## src/rtl/vmem_leak_scheduler_pkg.sv

```systemverilog
// Shared definitions for the Vmem leak sweep controller.
//   - fixed-point Vmem geometry (Q<INTEGER_WIDTH>.<DATA_WIDTH_FRAC>)
//   - DeltaT and neuron-address widths
//   - sweep controller state encoding
package vmem_leak_scheduler_pkg;

  localparam int unsigned INTEGER_WIDTH     = 32;
  localparam int unsigned DATA_WIDTH_FRAC   = 32;
  localparam int unsigned DATA_WIDTH        = INTEGER_WIDTH + DATA_WIDTH_FRAC;
  localparam int unsigned DELTAT_WIDTH      = 4;
  localparam int unsigned NEURON_ADDR_WIDTH = 11;

  typedef logic signed [DATA_WIDTH-1:0] vmem_t;

  typedef enum logic [1:0] {
    ST_IDLE,
    ST_ISSUE,
    ST_DRAIN,
    ST_DONE
  } state_t;

endpackage

```

## src/rtl/vmem_leak_scheduler_if.sv

```systemverilog
// Vmem memory port plus leak datapath operand bundle.
//   master : the sweep controller (issues reads/writes, drives leak operands)
//   slave  : memory arbiter / Vmem store / leak datapath side
// Signals:
//   RdGrant     shared read port available this cycle
//   VmemRdEn/VmemRdAddr/VmemRdData  read port, data valid 1 cycle after enable
//   VmemWrEn/VmemWrAddr/VmemWrData  write port
//   LeakVrest/LeakDeltaT/LeakTaumem latched leak operands
//   LeakVmemIn / LeakVmemOut        Vmem into / result out of the leak datapath
interface vmem_leak_scheduler_if #(
  parameter int unsigned INTEGER_WIDTH     = vmem_leak_scheduler_pkg::INTEGER_WIDTH,
  parameter int unsigned DATA_WIDTH        = vmem_leak_scheduler_pkg::DATA_WIDTH,
  parameter int unsigned DELTAT_WIDTH      = vmem_leak_scheduler_pkg::DELTAT_WIDTH,
  parameter int unsigned NEURON_ADDR_WIDTH = vmem_leak_scheduler_pkg::NEURON_ADDR_WIDTH
);

  logic                         RdGrant;
  logic                         VmemRdEn;
  logic [NEURON_ADDR_WIDTH-1:0] VmemRdAddr;
  logic [DATA_WIDTH-1:0]        VmemRdData;
  logic [INTEGER_WIDTH-1:0]     LeakVrest;
  logic [DELTAT_WIDTH-1:0]      LeakDeltaT;
  logic [INTEGER_WIDTH-1:0]     LeakTaumem;
  logic [DATA_WIDTH-1:0]        LeakVmemIn;
  logic [DATA_WIDTH-1:0]        LeakVmemOut;
  logic                         VmemWrEn;
  logic [NEURON_ADDR_WIDTH-1:0] VmemWrAddr;
  logic [DATA_WIDTH-1:0]        VmemWrData;

  modport master (
    input  RdGrant, VmemRdData, LeakVmemOut,
    output VmemRdEn, VmemRdAddr, LeakVrest, LeakDeltaT, LeakTaumem, LeakVmemIn,
           VmemWrEn, VmemWrAddr, VmemWrData
  );

  modport slave (
    output RdGrant, VmemRdData, LeakVmemOut,
    input  VmemRdEn, VmemRdAddr, LeakVrest, LeakDeltaT, LeakTaumem, LeakVmemIn,
           VmemWrEn, VmemWrAddr, VmemWrData
  );

endinterface

```

## src/rtl/vmem_leak_scheduler_leak_write_pipe.sv

```systemverilog
// Two-stage valid/address/data path from a Vmem read to its write-back.
//   stage 1 : cycle after the read, read data is on the leak datapath;
//             result captured at the end of this cycle
//   stage 2 : write strobe with the registered leak result
// Ports:
//   Clock, Reset (async active-low)
//   rd_fire, rd_addr   read issued this cycle and its address
//   leak_result        combinational leak datapath output
//   s1_valid           stage-1 occupancy (read data on the bus this cycle)
//   wr_en, wr_addr, wr_data  write-back port
module vmem_leak_scheduler_leak_write_pipe #(
  parameter int unsigned DATA_WIDTH        = vmem_leak_scheduler_pkg::DATA_WIDTH,
  parameter int unsigned NEURON_ADDR_WIDTH = vmem_leak_scheduler_pkg::NEURON_ADDR_WIDTH
) (
  input  logic                         Clock,
  input  logic                         Reset,
  input  logic                         rd_fire,
  input  logic [NEURON_ADDR_WIDTH-1:0] rd_addr,
  input  logic [DATA_WIDTH-1:0]        leak_result,
  output logic                         s1_valid,
  output logic                         wr_en,
  output logic [NEURON_ADDR_WIDTH-1:0] wr_addr,
  output logic [DATA_WIDTH-1:0]        wr_data
);

  logic [NEURON_ADDR_WIDTH-1:0] s1_addr;

  always_ff @(posedge Clock or negedge Reset) begin
    if (!Reset) begin
      s1_valid <= 1'b0;
      s1_addr  <= '0;
      wr_en    <= 1'b0;
      wr_addr  <= '0;
      wr_data  <= '0;
    end else begin
      s1_valid <= rd_fire;
      s1_addr  <= rd_addr;
      wr_en    <= s1_valid;
      // Bubbles hold the last result; only the strobe carries meaning.
      if (s1_valid) begin
        wr_addr <= s1_addr;
        wr_data <= leak_result;
      end
    end
  end

endmodule

```

## src/rtl/vmem_leak_scheduler.sv

```systemverilog
// Timestep leak sweep controller: reads every neuron's Vmem, routes it
// through the external combinational leak datapath and writes the
// registered result back, two cycles after each read.
// Ports:
//   Clock, Reset (async active-low)
//   Start        one-cycle pulse, accepted only when idle
//   NeuronCount  neurons to sweep (unsigned), latched at Start
//   Vrest, DeltaT, Taumem  leak operands, latched at Start
//   Busy         high from accepted Start until Done
//   Done         one-cycle pulse at sweep end
//   Error        sticky: Taumem was zero at Start; cleared by next Start
//   bus          memory port and leak datapath operands (master side)
module vmem_leak_scheduler
  import vmem_leak_scheduler_pkg::*;
#(
  parameter int unsigned INTEGER_WIDTH     = vmem_leak_scheduler_pkg::INTEGER_WIDTH,
  parameter int unsigned DATA_WIDTH_FRAC   = vmem_leak_scheduler_pkg::DATA_WIDTH_FRAC,
  parameter int unsigned DATA_WIDTH        = INTEGER_WIDTH + DATA_WIDTH_FRAC,
  parameter int unsigned DELTAT_WIDTH      = vmem_leak_scheduler_pkg::DELTAT_WIDTH,
  parameter int unsigned NEURON_ADDR_WIDTH = vmem_leak_scheduler_pkg::NEURON_ADDR_WIDTH
) (
  input  logic                            Clock,
  input  logic                            Reset,
  input  logic                            Start,
  input  logic [NEURON_ADDR_WIDTH-1:0]    NeuronCount,
  input  logic signed [INTEGER_WIDTH-1:0] Vrest,
  input  logic [DELTAT_WIDTH-1:0]         DeltaT,
  input  logic signed [INTEGER_WIDTH-1:0] Taumem,
  output logic                            Busy,
  output logic                            Done,
  output logic                            Error,
  vmem_leak_scheduler_if.master           bus
);

  state_t state_q, state_d;

  logic [NEURON_ADDR_WIDTH-1:0] count_q;
  logic [NEURON_ADDR_WIDTH-1:0] rd_idx_q;
  logic [INTEGER_WIDTH-1:0]     vrest_q;
  logic [INTEGER_WIDTH-1:0]     taumem_q;
  logic [DELTAT_WIDTH-1:0]      deltat_q;
  logic                         busy_q;
  logic                         done_q;
  logic                         error_q;

  logic                         start_acc;
  logic                         rd_fire;
  logic                         last_rd;
  logic [NEURON_ADDR_WIDTH-1:0] rd_addr;
  logic                         s1_valid;
  logic                         wr_en;
  logic [NEURON_ADDR_WIDTH-1:0] wr_addr;
  logic [DATA_WIDTH-1:0]        wr_data;

  assign start_acc = Start && (state_q == ST_IDLE);
  assign last_rd   = rd_fire && (rd_idx_q == count_q - NEURON_ADDR_WIDTH'(1));

  // State register
  always_ff @(posedge Clock or negedge Reset) begin
    if (!Reset) state_q <= ST_IDLE;
    else        state_q <= state_d;
  end

  // Next-state logic
  always_comb begin
    state_d = state_q;
    unique case (state_q)
      ST_IDLE: begin
        if (Start) begin
          if (NeuronCount == '0 || Taumem == '0) state_d = ST_DONE;
          else                                   state_d = ST_ISSUE;
        end
      end
      ST_ISSUE: if (last_rd) state_d = ST_DRAIN;
      // With stage 1 empty only the final write can remain, and it retires
      // in this very cycle, so the sweep is complete at this edge.
      ST_DRAIN: if (!s1_valid) state_d = ST_DONE;
      ST_DONE:  state_d = ST_IDLE;
      default:  state_d = ST_IDLE;
    endcase
  end

  // Output logic
  always_comb begin
    rd_fire = 1'b0;
    rd_addr = '0;
    if (state_q == ST_ISSUE && bus.RdGrant) begin
      rd_fire = 1'b1;
      rd_addr = rd_idx_q;
    end
  end

  // Sweep context: latched operands, read index, Busy/Done/Error flags
  always_ff @(posedge Clock or negedge Reset) begin
    if (!Reset) begin
      count_q  <= '0;
      rd_idx_q <= '0;
      vrest_q  <= '0;
      taumem_q <= '0;
      deltat_q <= '0;
      busy_q   <= 1'b0;
      done_q   <= 1'b0;
      error_q  <= 1'b0;
    end else begin
      // Done is one cycle behind the DONE state; Busy falls on the same edge.
      done_q <= (state_q == ST_DONE);
      if (state_q == ST_DONE) busy_q <= 1'b0;
      if (start_acc) begin
        count_q  <= NeuronCount;
        vrest_q  <= Vrest;
        deltat_q <= DeltaT;
        taumem_q <= Taumem;
        rd_idx_q <= '0;
        busy_q   <= 1'b1;
        error_q  <= (Taumem == '0);
      end else if (rd_fire) begin
        rd_idx_q <= rd_idx_q + NEURON_ADDR_WIDTH'(1);
      end
    end
  end

  vmem_leak_scheduler_leak_write_pipe #(
    .DATA_WIDTH        (DATA_WIDTH),
    .NEURON_ADDR_WIDTH (NEURON_ADDR_WIDTH)
  ) u_pipe (
    .Clock       (Clock),
    .Reset       (Reset),
    .rd_fire     (rd_fire),
    .rd_addr     (rd_addr),
    .leak_result (bus.LeakVmemOut),
    .s1_valid    (s1_valid),
    .wr_en       (wr_en),
    .wr_addr     (wr_addr),
    .wr_data     (wr_data)
  );

  assign bus.VmemRdEn   = rd_fire;
  assign bus.VmemRdAddr = rd_addr;
  assign bus.LeakVrest  = vrest_q;
  assign bus.LeakDeltaT = deltat_q;
  assign bus.LeakTaumem = taumem_q;
  // Read data is forwarded only while a read result is actually on the bus,
  // so the datapath input is quiet (zero) outside valid cycles.
  assign bus.LeakVmemIn = s1_valid ? bus.VmemRdData : '0;
  assign bus.VmemWrEn   = wr_en;
  assign bus.VmemWrAddr = wr_addr;
  assign bus.VmemWrData = wr_data;

  assign Busy  = busy_q;
  assign Done  = done_q;
  assign Error = error_q;

endmodule

```

## src/flat_wrapper.sv

```systemverilog
// flat-port wrapper written by rule: the top's interface ports become plain ports
module vmem_leak_scheduler_flat import vmem_leak_scheduler_pkg::*;
#(
  parameter int unsigned INTEGER_WIDTH     = vmem_leak_scheduler_pkg::INTEGER_WIDTH,
  parameter int unsigned DATA_WIDTH_FRAC   = vmem_leak_scheduler_pkg::DATA_WIDTH_FRAC,
  parameter int unsigned DATA_WIDTH        = INTEGER_WIDTH + DATA_WIDTH_FRAC,
  parameter int unsigned DELTAT_WIDTH      = vmem_leak_scheduler_pkg::DELTAT_WIDTH,
  parameter int unsigned NEURON_ADDR_WIDTH = vmem_leak_scheduler_pkg::NEURON_ADDR_WIDTH
)
  (Clock, Reset, Start, NeuronCount, Vrest, DeltaT, Taumem, Busy, Done, Error, bus_RdGrant, bus_VmemRdData, bus_LeakVmemOut, bus_VmemRdEn, bus_VmemRdAddr, bus_LeakVrest, bus_LeakDeltaT, bus_LeakTaumem, bus_LeakVmemIn, bus_VmemWrEn, bus_VmemWrAddr, bus_VmemWrData);
  vmem_leak_scheduler_if #(.INTEGER_WIDTH(INTEGER_WIDTH), .DATA_WIDTH(DATA_WIDTH), .DELTAT_WIDTH(DELTAT_WIDTH), .NEURON_ADDR_WIDTH(NEURON_ADDR_WIDTH)) bus_i ();
  input  logic Clock;
  input  logic Reset;
  input  logic Start;
  input  logic [NEURON_ADDR_WIDTH-1:0] NeuronCount;
  input  logic signed [INTEGER_WIDTH-1:0] Vrest;
  input  logic [DELTAT_WIDTH-1:0] DeltaT;
  input  logic signed [INTEGER_WIDTH-1:0] Taumem;
  output logic Busy;
  output logic Done;
  output logic Error;
  input wire logic [$bits(bus_i.RdGrant)-1:0] bus_RdGrant;
  input wire logic [$bits(bus_i.VmemRdData)-1:0] bus_VmemRdData;
  input wire logic [$bits(bus_i.LeakVmemOut)-1:0] bus_LeakVmemOut;
  output wire logic [$bits(bus_i.VmemRdEn)-1:0] bus_VmemRdEn;
  output wire logic [$bits(bus_i.VmemRdAddr)-1:0] bus_VmemRdAddr;
  output wire logic [$bits(bus_i.LeakVrest)-1:0] bus_LeakVrest;
  output wire logic [$bits(bus_i.LeakDeltaT)-1:0] bus_LeakDeltaT;
  output wire logic [$bits(bus_i.LeakTaumem)-1:0] bus_LeakTaumem;
  output wire logic [$bits(bus_i.LeakVmemIn)-1:0] bus_LeakVmemIn;
  output wire logic [$bits(bus_i.VmemWrEn)-1:0] bus_VmemWrEn;
  output wire logic [$bits(bus_i.VmemWrAddr)-1:0] bus_VmemWrAddr;
  output wire logic [$bits(bus_i.VmemWrData)-1:0] bus_VmemWrData;
  assign bus_i.RdGrant = bus_RdGrant;
  assign bus_i.VmemRdData = bus_VmemRdData;
  assign bus_i.LeakVmemOut = bus_LeakVmemOut;
  assign bus_VmemRdEn = bus_i.VmemRdEn;
  assign bus_VmemRdAddr = bus_i.VmemRdAddr;
  assign bus_LeakVrest = bus_i.LeakVrest;
  assign bus_LeakDeltaT = bus_i.LeakDeltaT;
  assign bus_LeakTaumem = bus_i.LeakTaumem;
  assign bus_LeakVmemIn = bus_i.LeakVmemIn;
  assign bus_VmemWrEn = bus_i.VmemWrEn;
  assign bus_VmemWrAddr = bus_i.VmemWrAddr;
  assign bus_VmemWrData = bus_i.VmemWrData;
  vmem_leak_scheduler #(.INTEGER_WIDTH(INTEGER_WIDTH), .DATA_WIDTH_FRAC(DATA_WIDTH_FRAC), .DATA_WIDTH(DATA_WIDTH), .DELTAT_WIDTH(DELTAT_WIDTH), .NEURON_ADDR_WIDTH(NEURON_ADDR_WIDTH)) u_core (.Clock(Clock), .Reset(Reset), .Start(Start), .NeuronCount(NeuronCount), .Vrest(Vrest), .DeltaT(DeltaT), .Taumem(Taumem), .Busy(Busy), .Done(Done), .Error(Error), .bus(bus_i));
endmodule
```

## config.mk

```make
export PLATFORM = sky130hd
export DESIGN_NAME = vmem_leak_scheduler_flat
export DESIGN_NICKNAME = d
export VERILOG_FILES = /design/src/rtl/vmem_leak_scheduler_pkg.sv /design/src/rtl/vmem_leak_scheduler_if.sv /design/src/rtl/vmem_leak_scheduler_leak_write_pipe.sv /design/src/rtl/vmem_leak_scheduler.sv /design/src/flat_wrapper.sv
export SDC_FILE = /design/constraint.sdc
export NUM_CORES = 1
export LEC_CHECK = 0
export ABC_AREA = 1
export ABC_CLOCK_PERIOD_IN_PS = 4000
export CAP_MARGIN = 15
export CORE_AREA = 2 2 168 170
export CTS_CLUSTER_SIZE = 40
export DETAILED_ROUTE_END_ITERATION = 10
export DIE_AREA = 0 0 170 172
export DONT_BUFFER_PORTS = 1
export PLACE_DENSITY_LB_ADDON = 0.08
export SYNTH_ARGS = -nofsm -noshare
export SYNTH_HDL_FRONTEND = slang
export SYNTH_SLANG_ARGS = --single-unit
```

## constraint.sdc

```tcl
create_clock -name Clock -period 4 [get_ports Clock]
set_input_delay 0.2 -clock Clock [delete_from_list [all_inputs] [get_ports Clock]]
set_output_delay 0.2 -clock Clock [all_outputs]
set_load 0.005 [all_outputs]
```

# Word-level counts from Yosys, hierarchy flattened
# Index checks and enable logic that the tools add are counted.
dict set report totals {
  reg_bits 183
  elab_cells 45
}
dict set report classes {
  n_addsub 2
  n_eq_ne 7
  n_mux 12
  reduce_logical 10
}
# op count
set ops {}
lappend ops {{$mux 64} 1}
lappend ops {{$mux 11} 3}
lappend ops {{$logic_not 32->1} 1}
lappend ops {{$add 11x1->11 const B} 1}
lappend ops {{$eq 11x11->1} 1}
lappend ops {{$logic_not 11->1} 1}
lappend ops {{$sub 11x1->11 const B} 1}
lappend ops {{$mux 2} 4}
lappend ops {{$pmux 2 s4} 1}
lappend ops {{$eq 2x2->1 const B} 2}
lappend ops {{$ne 2x2->1 const B} 2}
lappend ops {{$reduce_bool 2->1} 2}
lappend ops {{$logic_and 1x1->1} 3}
lappend ops {{$mux 1} 3}
lappend ops {{$reduce_and 3->1} 1}
lappend ops {{$eq 2x1->1 const B} 1}
lappend ops {{$logic_not 2->1} 1}
lappend ops {{$ne 2x1->1 const B} 1}
lappend ops {{$logic_or 1x1->1} 1}

# Depth between registers and ports, before layout
# Gate-level depths: netlist (run 1).
dict set report depth {
  word_depth 6
  depth_mapped 14
}

# Hierarchy
# A second synthesis (run 1) with hierarchy kept.
dict set report unflattened {
  hier_cells 1025
  hier_area_um2 8069.0
}
# mod instances cells_per_inst area_each_um2 seq_area_each_um2
set by_module_without_submodules {}
lappend by_module_without_submodules {vmem_leak_scheduler 1 695 4927.2 2377.3}
lappend by_module_without_submodules {vmem_leak_scheduler_leak_write_pipe 1 330 3141.8 2202.1}

# Worst setup path before layout (run 1)
# Ideal clock, no wire load.
dict set report synth_path {
  path_type {flip-flop to flip-flop}
  start {register u_core.state_q[1]}
  end {register u_core.rd_idx_q[10]}
  arrival_ns 1.563
  required_time_ns 3.878
  setup_slack_ns 2.315
  path_stages_with_launch 12
  n_path_buf 0
  period_less_slack_ns 1.685
  cell_sequence {dfrtp_1 inv_1 ha_1 nand2_2 nor2_4 nand2_2 nor3_4 nand2_2 nor3_2 nand2_1 o21ai_1 a21oi_1}
}
dict set report synth_via {
  elab_chain_len 4
}
# item line_no
set synth_rtl {}
lappend synth_rtl {{from (decl)} vmem_leak_scheduler.sv:35} ;# state_t state_q, state_d;
lappend synth_rtl {{from (signal assigned)} vmem_leak_scheduler.sv:61} ;# else state_q <= state_d;
lappend synth_rtl {{$eq 2x1->1} vmem_leak_scheduler.sv:87} ;# if (state_q == ST_ISSUE && bus.RdGrant) begin
lappend synth_rtl {{$logic_and 1x1->1} vmem_leak_scheduler.sv:87}
lappend synth_rtl {{$mux 1} vmem_leak_scheduler.sv:87}
lappend synth_rtl {{$reduce_bool 2->1 (no source line)} --}
lappend synth_rtl {{to (signal assigned)} vmem_leak_scheduler.sv:117} ;# rd_idx_q <= rd_idx_q + NEURON_ADDR_WIDTH'(1);
lappend synth_rtl {{to (decl)} vmem_leak_scheduler.sv:38} ;# logic [NEURON_ADDR_WIDTH-1:0] rd_idx_q;
# Parallel ways exist; a longest one is shown, timed or not.
# A chain may end at the register's enable or synchronous reset.

# Worst setup path in the final report (run 1)
dict set report layout_path {
  start {register u_core.u_pipe.s1_valid}
  end {output port bus_LeakVmemIn[19]}
}
dict set report layout_via {
  elab_chain_len 1
}
# item line_no
set layout_rtl {}
lappend layout_rtl {{from (decl)} vmem_leak_scheduler_leak_write_pipe.sv:20} ;# output logic s1_valid,
lappend layout_rtl {{from (signal assigned)} vmem_leak_scheduler_leak_write_pipe.sv:36} ;# s1_valid <= rd_fire;
lappend layout_rtl {{$mux 64} vmem_leak_scheduler.sv:144} ;# assign bus.LeakVmemIn = s1_valid ? bus.VmemRdData : '0;
lappend layout_rtl {{to (decl)} flat_wrapper.sv:30} ;# output wire logic [$bits(bus_i.LeakVmemIn)-1:0] bus_LeakVmemIn;
# Every way passes these cells.

==> reports/qor.txt, run 1 <==
status: finished, violations left
failing checks: negative hold slack
count of final max-slew check failures: 0
Global Route Usage Sum: 17.6%
synthesized area: 8030 µm²
post-cts sizing count: 0
Die Span Y: 172 µm
final setup vio count: 0
Total Neg Setup Slack: 0 ps
CTS tree: yes
Die X: 170 µm
mux cell area share after synthesis: 10.5%
Tcrit/Tclk final: 59.0%
DRT Pass-1 Iters: 4
commonest non-fill, non-tap cells in the layout: nand2_1 (276), dfrtp_1 (182), dlygate4sd3_1 (140), inv_1 (123), mux2_2 (75)
Yosys cell types: 36
CP endpoint kind: primary output
Post-Synth Simple-Gate Area: 18.6%
Worst Path Required: 3800 ps
Worst-Skew Late Latency: 430 ps
switching part of the total: 38.7%
largest net degree at the start of global routing: 184
Clock Skews: 18.4 ps
Combinational Power Share: 25.7%
Hold Buf Count CTS: 140
share of cells above drive strength 1: 13.9%
initial antenna violation count: 3
CTS sink cnt: 183
vias per cell: 4.47
Initial Util: 29.2%
Synth Area in Compound Gates: 4.02%
Port Buf Inserts: 0
final net count: 1,197
Clk network pwr share: 24.9%
Tot Pwr: 0.00708 W
Max-slew headroom: 38.3%
CP arrival: 2160 ps
#FFs+latches synth: 183
switching pwr: 0.00274 W
instance count of the mapped netlist: 852
Lkg Pwr: 5.32 nW
part of the power in registers: 49.4%
Seq/Total Area, Yosys: 57.1%
CTS buffer count: 17
commonest non-fill, non-tap cell in the layout: nand2_1
vias: 5,998
CORE AREA: 27,500 µm²
Yosys warnings: 0
synthesized area per cell: 9.42 µm²
RSZ-0062 raised after global routing: no
Power per Cell Area: 682 nW/µm²
die footprint: 29,200 µm²
gr ovfl total: 0
clk slew on worst S/H paths: 90 ps
Iter 0 DRT Violations: 252
Setup CP Type: reg2out
crit path max fanout: 76
Synth Area in XOR/XNOR: 0.764%
Layout area overhead: 29.4%
CTS max path bufs: 2
fill count: 2,752
Fin. Hold Viols: 183
number of remaining DRC errors: 0
wire per inst: 19.7 µm
worst hold margin: -545 ps
Post-synth EDFFs: 0
Mapped Nets: 1,070
HP Class: in2async
largest family of logic cells by synthesized area: simple AND/OR/NAND/NOR gates
Root Driver: clkbuf_16
final core utilization: 37.8%
max-cap violations: 0
Fmax: 424 MHz
global-route wire length before repair: 38.1 mm
Post-CTS Setup Inserts: 0
H-tree lvl count: 4
routability cong.: 0.699
Internal Power: 0.00434 W
Synth Flop Type: dfrtp_1
post-route minimum period: 2360 ps
Max rail drop VDD: 0.000250 V
number of global-route vias before repair: 6,124
ANT nets after route: 0
HPWL Detailed: 19.3 mm
Worst-Margin Slew: 925 ps
synthesized-area fraction occupied by adder cells: 1.09%
startpoint types: flop
number of I/O pins: 434
Core Rows: 61
Post-synth ARST share: 100%
final wirelength: 26.5 mm
## sequential cells by signal (all words and copies together) (netlist names)
name	count
u_core.Busy	1
u_core.u_pipe.s1_valid	1
u_core.u_pipe.s1_addr	11
u_core.u_pipe.wr_en	1
u_core.u_pipe.wr_addr	11
u_core.bus.LeakTaumem	32
u_core.u_pipe.wr_data	64
u_core.bus.LeakDeltaT	4
u_core.count_q	11
u_core.bus.LeakVrest	32
u_core.state_q	2
u_core.Done	1
u_core.rd_idx_q	11
u_core.Error	1
## layout make-up
type	instances	area, µm²	share of cell area, %
multi-input combinational	504	2810	27.1
clock inverter	15	195	1.88
tap	346	433	4.17
clock buffer	17	425	4.10
sequential	183	4580	44.1
antenna	3	7.51	0.0723
timing repair buffer	143	1440	13.8
inverter	130	488	4.70
## cell usage after synthesis (all sizes together) (5+ instances only)
library cell | count | area share [%]
nand2 | 285 | 14
a21oi | 7 | 0.44
buf | 16 | 1.0
ha | 7 | 1.1
inv | 127 | 5.9
dfrtp | 183 | 57
nor3 | 7 | 0.64
nor2 | 33 | 1.9
nand3 | 17 | 1.1
clkbuf | 19 | 0.89
nor4 | 5 | 0.58
o21ai | 42 | 2.6
mux2 | 75 | 11
nand4 | 7 | 0.55
## cells by family (layout without fill, tap and decap cells)
logic type | Yosys count | after routing
DFF | 183 | 183
other | 0 | 3
and+or+nand+nor | 357 | 357
adders and majority gates | 7 | 7
AOI/OAI and AO/OA | 58 | 58
xor gates and xnor gates | 7 | 7
buffers and inverters | 165 | 305
muxes | 75 | 75
## per-layer routing
layer / share of wire (%) / global-route usage (%)
met5: 0 / 0
met1: 40 / 20.0
met2: 51 / 31.6
met4: 0.84 / 4.12
met3: 8.1 / 6.34
## per-stage QoR
stage	setup WS [ps]	hold slack [ps]	cells	instance area (µm²)
global route	1470	-584	1341	10400
finish	1640	-545	1341	10400
floorplan	2320	-95.6	852	8030
global placement	1850	-89.7	1166	8350
CTS	1600	-571	1338	10400
detailed placement	1780	-89.4	1166	8350
## critical path: stages, from the launching register on
cell and delay [ps]:
dfrtp_4 1020, buf_12 360, nand2_1 90, inv_1 180
## power by group through the flow
stage               clock network [W]  logic [W]  registers [W]
floorplan                           0    0.00151        0.00310
global placement                    0    0.00168        0.00359
detailed placement                  0    0.00172        0.00357
CTS                           0.00182    0.00184        0.00355
global route                  0.00191    0.00211        0.00361
finish                        0.00177    0.00182        0.00350
## final timing paths
check	startpoint	endpoint	slack [ps]	cells past startpoint
max	u_core.u_pipe.s1_valid	bus_LeakVmemIn[19]	1640	3
min	Reset	u_core.u_pipe.wr_data[60]	-550	0
max reg2reg	u_core.state_q[0]	u_core.Busy	1830	5
min reg2reg	u_core.u_pipe.s1_addr[6]	u_core.u_pipe.wr_addr[6]	470	1
max in group asynchronous	Reset	u_core.Busy	4220	0
min in group Clock	Taumem[6]	u_core.bus.LeakTaumem[6]	20	2
Power figures use the tool's default switching activity.
==> inputs of run 2 (changes only) <==
- ABC_AREA: 1 -> 0
- ABC_CLOCK_PERIOD_IN_PS: 4000 -> 1900
- CORE_AREA: 2 2 168 170 -> 2 2 170 172
- DIE_AREA: 0 0 170 172 -> 0 0 172 174
- clock period: 4 -> 1.9 ns (I/O delays scaled with it)
==> run 2 against run 1 <==
- the run ends with negative hold slack, negative setup slack left
- utilization fell by 0.42 points
- combinational power rose by 140%
- global-route usage fell by 1.5 points
- final cell count fell by 3.7%
- clock power rose by 110%
- critical path type is now reg2reg
- critical endpoint is now u_core.state_q[1]
- largest cell class unchanged
==> reports/qor.txt, run 2 <==
final net count: 1,113 (-7.0%)
die footprint: 29,900 µm² (+2.4%)
max FFs per register: 64 (unchanged)
placed cell count: 1,113 (-4.5%)
status: finished, violations left
Global Route Usage Sum: 16.1% (-1.5 points)
Clock Skews: 9.80 ps (-8.64 ps)
Initial Util: 27.5% (-1.8 points)
count of final max-slew check failures: 0 (unchanged)
synthesized area: 7750 µm² (-3.4%)
DRT Pass-1 Iters: 4 (unchanged)
Seq/Total Area, Yosys: 59.1% (+2.0 points)
gr ovfl total: 0 (unchanged)
Hold Buf Count CTS: 144 (+2.9%)
leading area contributor after synthesis: dfrtp_1
ANT nets after route: 0 (unchanged)
Post-synth EDFFs: 0 (unchanged)
commonest non-fill, non-tap cell in the layout: nand2_1
Root Driver: clkbuf_16
H-tree lvl count: 4 (unchanged)
Fmax: 483 MHz
Port Buf Inserts: 0 (unchanged)
final worst slack: -171 ps (-1810 ps)
CORE AREA: 28,200 µm² (+2.8%)
top-area cell type share of the netlist area: 59.1% (+2.0 points)
number of remaining DRC errors: 0 (unchanged)
Lkg Pwr: 4.90 nW (-7.8%)
Iter 0 DRT Violations: 268 (+6.3%)
worst-case reg-to-reg path depth: 8 (+3)
Power per Cell Area: 1430 nW/µm² (+110%)
diode count: 0 (-3)
Die X: 172 µm (+1.2%)
pre-CTS setup slack: -179 ps (-1960 ps)
top post-synthesis cells by area: dfrtp_1 (59%), nand2_1 (12%), mux2_2 (11%), and2_1 (5.2%), clkbuf_1 (1.4%)
R2R Path End: u_core.state_q[1]
RSZ-0062 raised after global routing: yes
Setup CP Type: reg2reg
Mapped Nets: 949 (-11%)
Max rail drop VDD: 0.000559 V (+120%)
Worst Path Required: 2210 ps (-1590 ps)
share of cells above drive strength 1: 18.1% (+4.2 points)
reg2reg start: u_core.count_q[1]
Setup crit start: u_core.count_q[1]
initial antenna violation count: 2 (-1)
clk slew on worst S/H paths: 70 ps (-20 ps)
final setup vio count: 2 (+2)
number of global-route vias before repair: 6,232 (+1.8%)
CP endpoint kind: flop
Synth Flop Type: dfrtp_1
Tcrit/Tclk final: 109%
failing checks: negative hold slack, negative setup slack
post-route minimum period: 2070 ps
R2R setup slack: -170 ps (-2000 ps)
HP Class: in2async
Yosys warnings: 0 (unchanged)
crit path max fanout: 5 (-93%)
CTS max path bufs: 2 (unchanged)
most common cell in the synthesized netlist: nand2_1
HPWL Detailed: 17.1 mm (-11%)
Layout area overhead: 36.1%
Worst-Margin Slew: 609 ps (-317 ps)
Fin. Hold Viols: 183 (unchanged)
largest net degree at the start of global routing: 184 (unchanged)
final wirelength: 24.3 mm (-8.1%)
Max-slew headroom: 59.4% (+21 points)
CTS tree: yes
Biggest register: u_core.u_pipe.wr_data
startpoint types: flop
instance count of the mapped netlist: 731 (-14%)
worst hold margin: -646 ps (-101 ps)
synth cell count leaders: nand2_1 (241), dfrtp_1 (183), mux2_2 (75), and2_1 (65), clkbuf_1 (29)
Post-synth ARST share: 100% (unchanged)
fill count: 2,819 (+2.4%)
CTS sink cnt: 183 (unchanged)
CP arrival: 2380 ps (+220 ps)
Die Span Y: 174 µm (+1.2%)
number of I/O pins: 434 (unchanged)
vias per cell: 4.51 (+0.80%)
#FFs+latches synth: 183 (unchanged)
CTS buffer count: 17 (unchanged)
Yosys cell types: 35 (-2.8%)
CP endpoint: u_core.state_q[1]
global-route wire length before repair: 36.3 mm (-4.6%)
synthesized area per cell: 10.6 µm² (+13%)
Worst-Skew Late Latency: 430 ps (about the same)
routability cong.: 0.808 (+16%)
wire per inst: 18.8 µm (-4.6%)
non-filler instance count after layout: 1,292 (-3.7%)
commonest non-fill, non-tap cells in the layout: nand2_1 (240), dfrtp_1 (182), dlygate4sd3_1 (144), mux2_2 (75), and2_1 (64)
vias: 5,825 (-2.9%)
Core Rows: 62 (+1.6%)
max-cap violations: 0 (unchanged)
==> run 2: changes by cell type after synthesis, moves of 10 or more <==
cell,previous run,this run
buf_2,16,1
clkbuf_1,19,29
and2_1,0,65
inv_1,123,11
o21ai_0,40,6
nand2_1,277,241
==> run 2: what timing repair did <==
action,in CTS,in global routing
gates resized for setup,5,10
endpoints found under the hold margin,339,183
cloned,0,0
pin swaps,1,2
setup endpoints to repair,4,8
setup buffers,2,1
==> run 2: critical path: stages, from the launching register on <==
cell and delay [ps]:
dfrtp_1 390, inv_2 80, ha_4 140, nor4b_4 280, nand4b_1 210, xnor2_2 210
a211oi_2 60, a31oi_2 250, mux2_4 320
==> run 2: how the worst min path moves through the flow <==
stage	start	to	slack (ps)	depth (start not counted)
after detailed placement	Reset	u_core.u_pipe.wr_data[37]	-200	0
after global placement	Reset	u_core.u_pipe.wr_data[37]	-190	0
after global routing	Reset	u_core.u_pipe.wr_data[39]	-680	0
after CTS	Reset	u_core.u_pipe.wr_data[4]	-680	0
after floorplan	Reset	u_core.Busy	-200	0
final	Reset	u_core.u_pipe.wr_data[14]	-650	0
==> run 2: through the flow <==
stage	hold WS [ps]	power, W	TNS [ps]	util, %	cell area, µm²
floorplan	-201	0.00948	-41.6	-	7760
global placement	-195	0.0110	-170	29.8	8420
detailed placement	-196	0.0111	-319	29.8	8420
CTS	-676	0.0153	-269	37.2	10500
global route	-684	0.0162	-607	37.4	10600
finish	-646	0.0151	-302	37.4	10600
==> run 2: cell families after synthesis <==
family,count (synthesis),synth area share [%]
flip-flops,183,59.1
buffers and inverters,48,2.34
multiplexers,78,11.3
adder cells (fa/ha/maj),7,1.13
AO/OA/AOI/OAI,23,2.08
XOR/XNOR,21,2.37
AND/OR/NAND/NOR,371,21.6
==> run 2: power breakdown <==
part,internal [W],switching (W)
Sequential,0.00550,0.00152
Combinational,0.00228,0.00206
Clock,0.00209,0.00164
==> run 2: final cells by class <==
class / count / area, µm² / share of cell area, %
clock buffer: 19 / 433 / 4.10
clock inverter: 13 / 165 / 1.57
inverter: 11 / 41.3 / 0.391
multi-input combinational: 500 / 3060 / 29.0
sequential: 183 / 4580 / 43.4
tap: 384 / 480 / 4.55
timing repair buffer: 182 / 1790 / 17.0
==> run 2: layer usage <==
layer	vias up	GRT usage (%)	routed length [µm]	share of wire, %
met4	0	4.17	337	1.4
met3	20	7.51	2600	11
li1	2699	-	-	-
met1	2823	17.1	8780	36
met5	-	0	0	0
met2	283	28.7	12600	52
==> inputs of run 3 (changes only) <==
- PLACE_DENSITY_LB_ADDON: 0.08 -> not set
==> run 3 against run 2 <==
- the flow still finishes with violations (negative hold slack, negative setup slack)
- power fell by 2.1%
- non-clock buffer count fell by 4
- global-route usage rose by 0.93 points
- utilization fell by 0.32 points
- design area fell by 0.87%
- clock-buffer cell count fell by 1
- clock power fell by 7.5%
- critical path type unchanged
- highest routed layer unchanged
==> reports/qor.txt, run 3 (synthesis gave the netlist of run 2 again) <==
Clock Skews: 13.5 ps (+3.67 ps)
Finished Cell Area: 10,500 µm² (-0.87%)
DRT Pass-1 Iters: 5 (+1)
Worst-Margin Slew: 672 ps (+63.0 ps)
Worst Path Required: 2220 ps (about the same)
max FFs per register: 64 (unchanged)
worst hold margin: -650 ps (-3.63 ps)
Setup CP Type: reg2reg
Root Driver: clkbuf_16
max-cap violations: 0 (unchanged)
wire per inst: 20.3 µm (+7.6%)
Tcrit/Tclk final: 108% (-1.4 points)
Initial Util: 27.5% (unchanged)
number of global-route vias before repair: 6,030 (-3.2%)
vias: 5,821 (-0.069%)
Iter 0 DRT Violations: 277 (+3.4%)
H-tree lvl count: 4 (unchanged)
final worst slack: -144 ps (+26.7 ps)
routability cong.: 0.817 (+1.2%)
commonest non-fill, non-tap cell in the layout: nand2_1
Global Route Usage Sum: 17.1% (+0.93 points)
final setup vio count: 2 (unchanged)
crit path max fanout: 2 (-3)
RSZ-0062 raised after global routing: yes
fill count: 2,756 (-2.2%)
Tot Pwr: 0.0148 W (-2.1%)
clk slew on worst S/H paths: 80 ps (about the same)
Die Span Y: 174 µm (unchanged)
number of remaining DRC errors: 0 (unchanged)
Core Rows: 62 (unchanged)
Layout area overhead: 34.9%
Max-slew headroom: 55.2% (-4.2 points)
Hold Buf Count CTS: 144 (unchanged)
CTS buffer count: 17 (unchanged)
failing checks: negative hold slack, negative setup slack
Die X: 172 µm (unchanged)
Max rail drop VDD: 0.000637 V (+14%)
final net count: 1,109 (-0.36%)
final wirelength: 26.2 mm (+7.6%)
CP endpoint kind: flop
CTS tree: yes
HPWL Detailed: 18.6 mm (+8.4%)
commonest non-fill, non-tap cells in the layout: nand2_1 (240), dfrtp_1 (182), dlygate4sd3_1 (144), mux2_2 (75), and2_1 (64)
CP arrival: 2370 ps (about the same)
Fmax: 489 MHz (+1.3%)
status: finished, violations left
share of cells above drive strength 1: 17.3% (-0.81 points)
CTS sink cnt: 183 (unchanged)
non-filler instance count after layout: 1,292 (unchanged)
number of I/O pins: 434 (unchanged)
post-route minimum period: 2040 ps (-26.7 ps)
startpoint types: flop
Power per Cell Area: 1410 nW/µm² (-1.2%)
Biggest register: u_core.u_pipe.wr_data
largest net degree at the start of global routing: 184 (unchanged)
die footprint: 29,900 µm² (unchanged)
CTS max path bufs: 2 (unchanged)
global-route wire length before repair: 37.4 mm (+3.0%)
count of final max-slew check failures: 0 (unchanged)
placed cell count: 1,108 (-0.45%)
Worst-Skew Late Latency: 440 ps (about the same)
initial antenna violation count: 7 (+5)
HP Class: in2async
CORE AREA: 28,200 µm² (unchanged)
Fin. Hold Viols: 183 (unchanged)
ANT nets after route: 0 (unchanged)
Port Buf Inserts: 0 (unchanged)
placed inst area: 8380 µm² (-0.58%)
Lkg Pwr: 4.86 nW (-0.93%)
gr ovfl total: 0 (unchanged)
vias per cell: 4.51 (about the same)
[run 3: power breakdown]
group	switching (W)	internal (W)	leakage (nW)
logic	0.00207	0.00220	2.29
registers	0.00156	0.00550	2.29
clock network	0.00172	0.00174	0.277
[run 3: per-stage QoR]
stage               setup TNS (ps)  setup slack, ps  util (%)
detailed placement            -296             -162      29.7
CTS                           -251             -134      36.9
floorplan                    -41.6            -41.6         -
global route                  -500             -253      37.0
finish                        -258             -144      37.0
global placement              -161             -106      29.7
[run 3: cell type report]
| class | instances | area (µm²) | share of cell area (%) |
|---|---|---|---|
| sequential | 183 | 4580 | 43.8 |
| multi-input combinational | 500 | 3040 | 29.0 |
| timing repair buffer | 178 | 1740 | 16.7 |
| tap | 384 | 480 | 4.59 |
| clock buffer | 18 | 429 | 4.10 |
| clock inverter | 14 | 138 | 1.32 |
| inverter | 11 | 41.3 | 0.395 |
| antenna | 4 | 10.0 | 0.0957 |
[run 3: timing repair]
item | in CTS | in global routing
pin swaps | 1 | 1
cloned | 0 | 0
endpoints found under the setup margin | 3 | 15
setup buffers | 3 | 1
resized for setup | 2 | 5
endpoints found under the hold margin | 338 | 183
[run 3: per-layer routing]
| metal | GRT usage (%) | vias up | share of wire, % |
|---|---|---|---|
| met1 | 18.5 | 2793 | 37 |
| met4 | 4.55 | 0 | 1.4 |
| li1 | - | 2695 | - |
| met3 | 7.76 | 24 | 11 |
| met2 | 29.9 | 309 | 50 |
| met5 | 0 | - | 0 |
[run 3: path summary, 6_finish.rpt]
path	startpoint	end	slack (ps)	cells past startpoint
setup reg to reg	u_core.count_q[1]	u_core.state_q[1]	-140	7
setup / recovery	u_core.count_q[1]	u_core.state_q[1]	-140	7
hold reg to reg	u_core.u_pipe.s1_addr[3]	u_core.u_pipe.wr_addr[3]	480	1
min in group Clock	Taumem[22]	u_core.Error	10	5
hold / removal	Reset	u_core.u_pipe.wr_data[36]	-650	0
max in group asynchronous	Reset	u_core.u_pipe.s1_valid	2260	0
[run 3: worst max-delay path: stages, from the launching register on]
cell	delay, ps
dfrtp_1	390
buf_4	140
nor4_1	410
nand3_1	150
xnor2_1	160
a211oi_2	220
a31oi_2	150
mux2_4	320
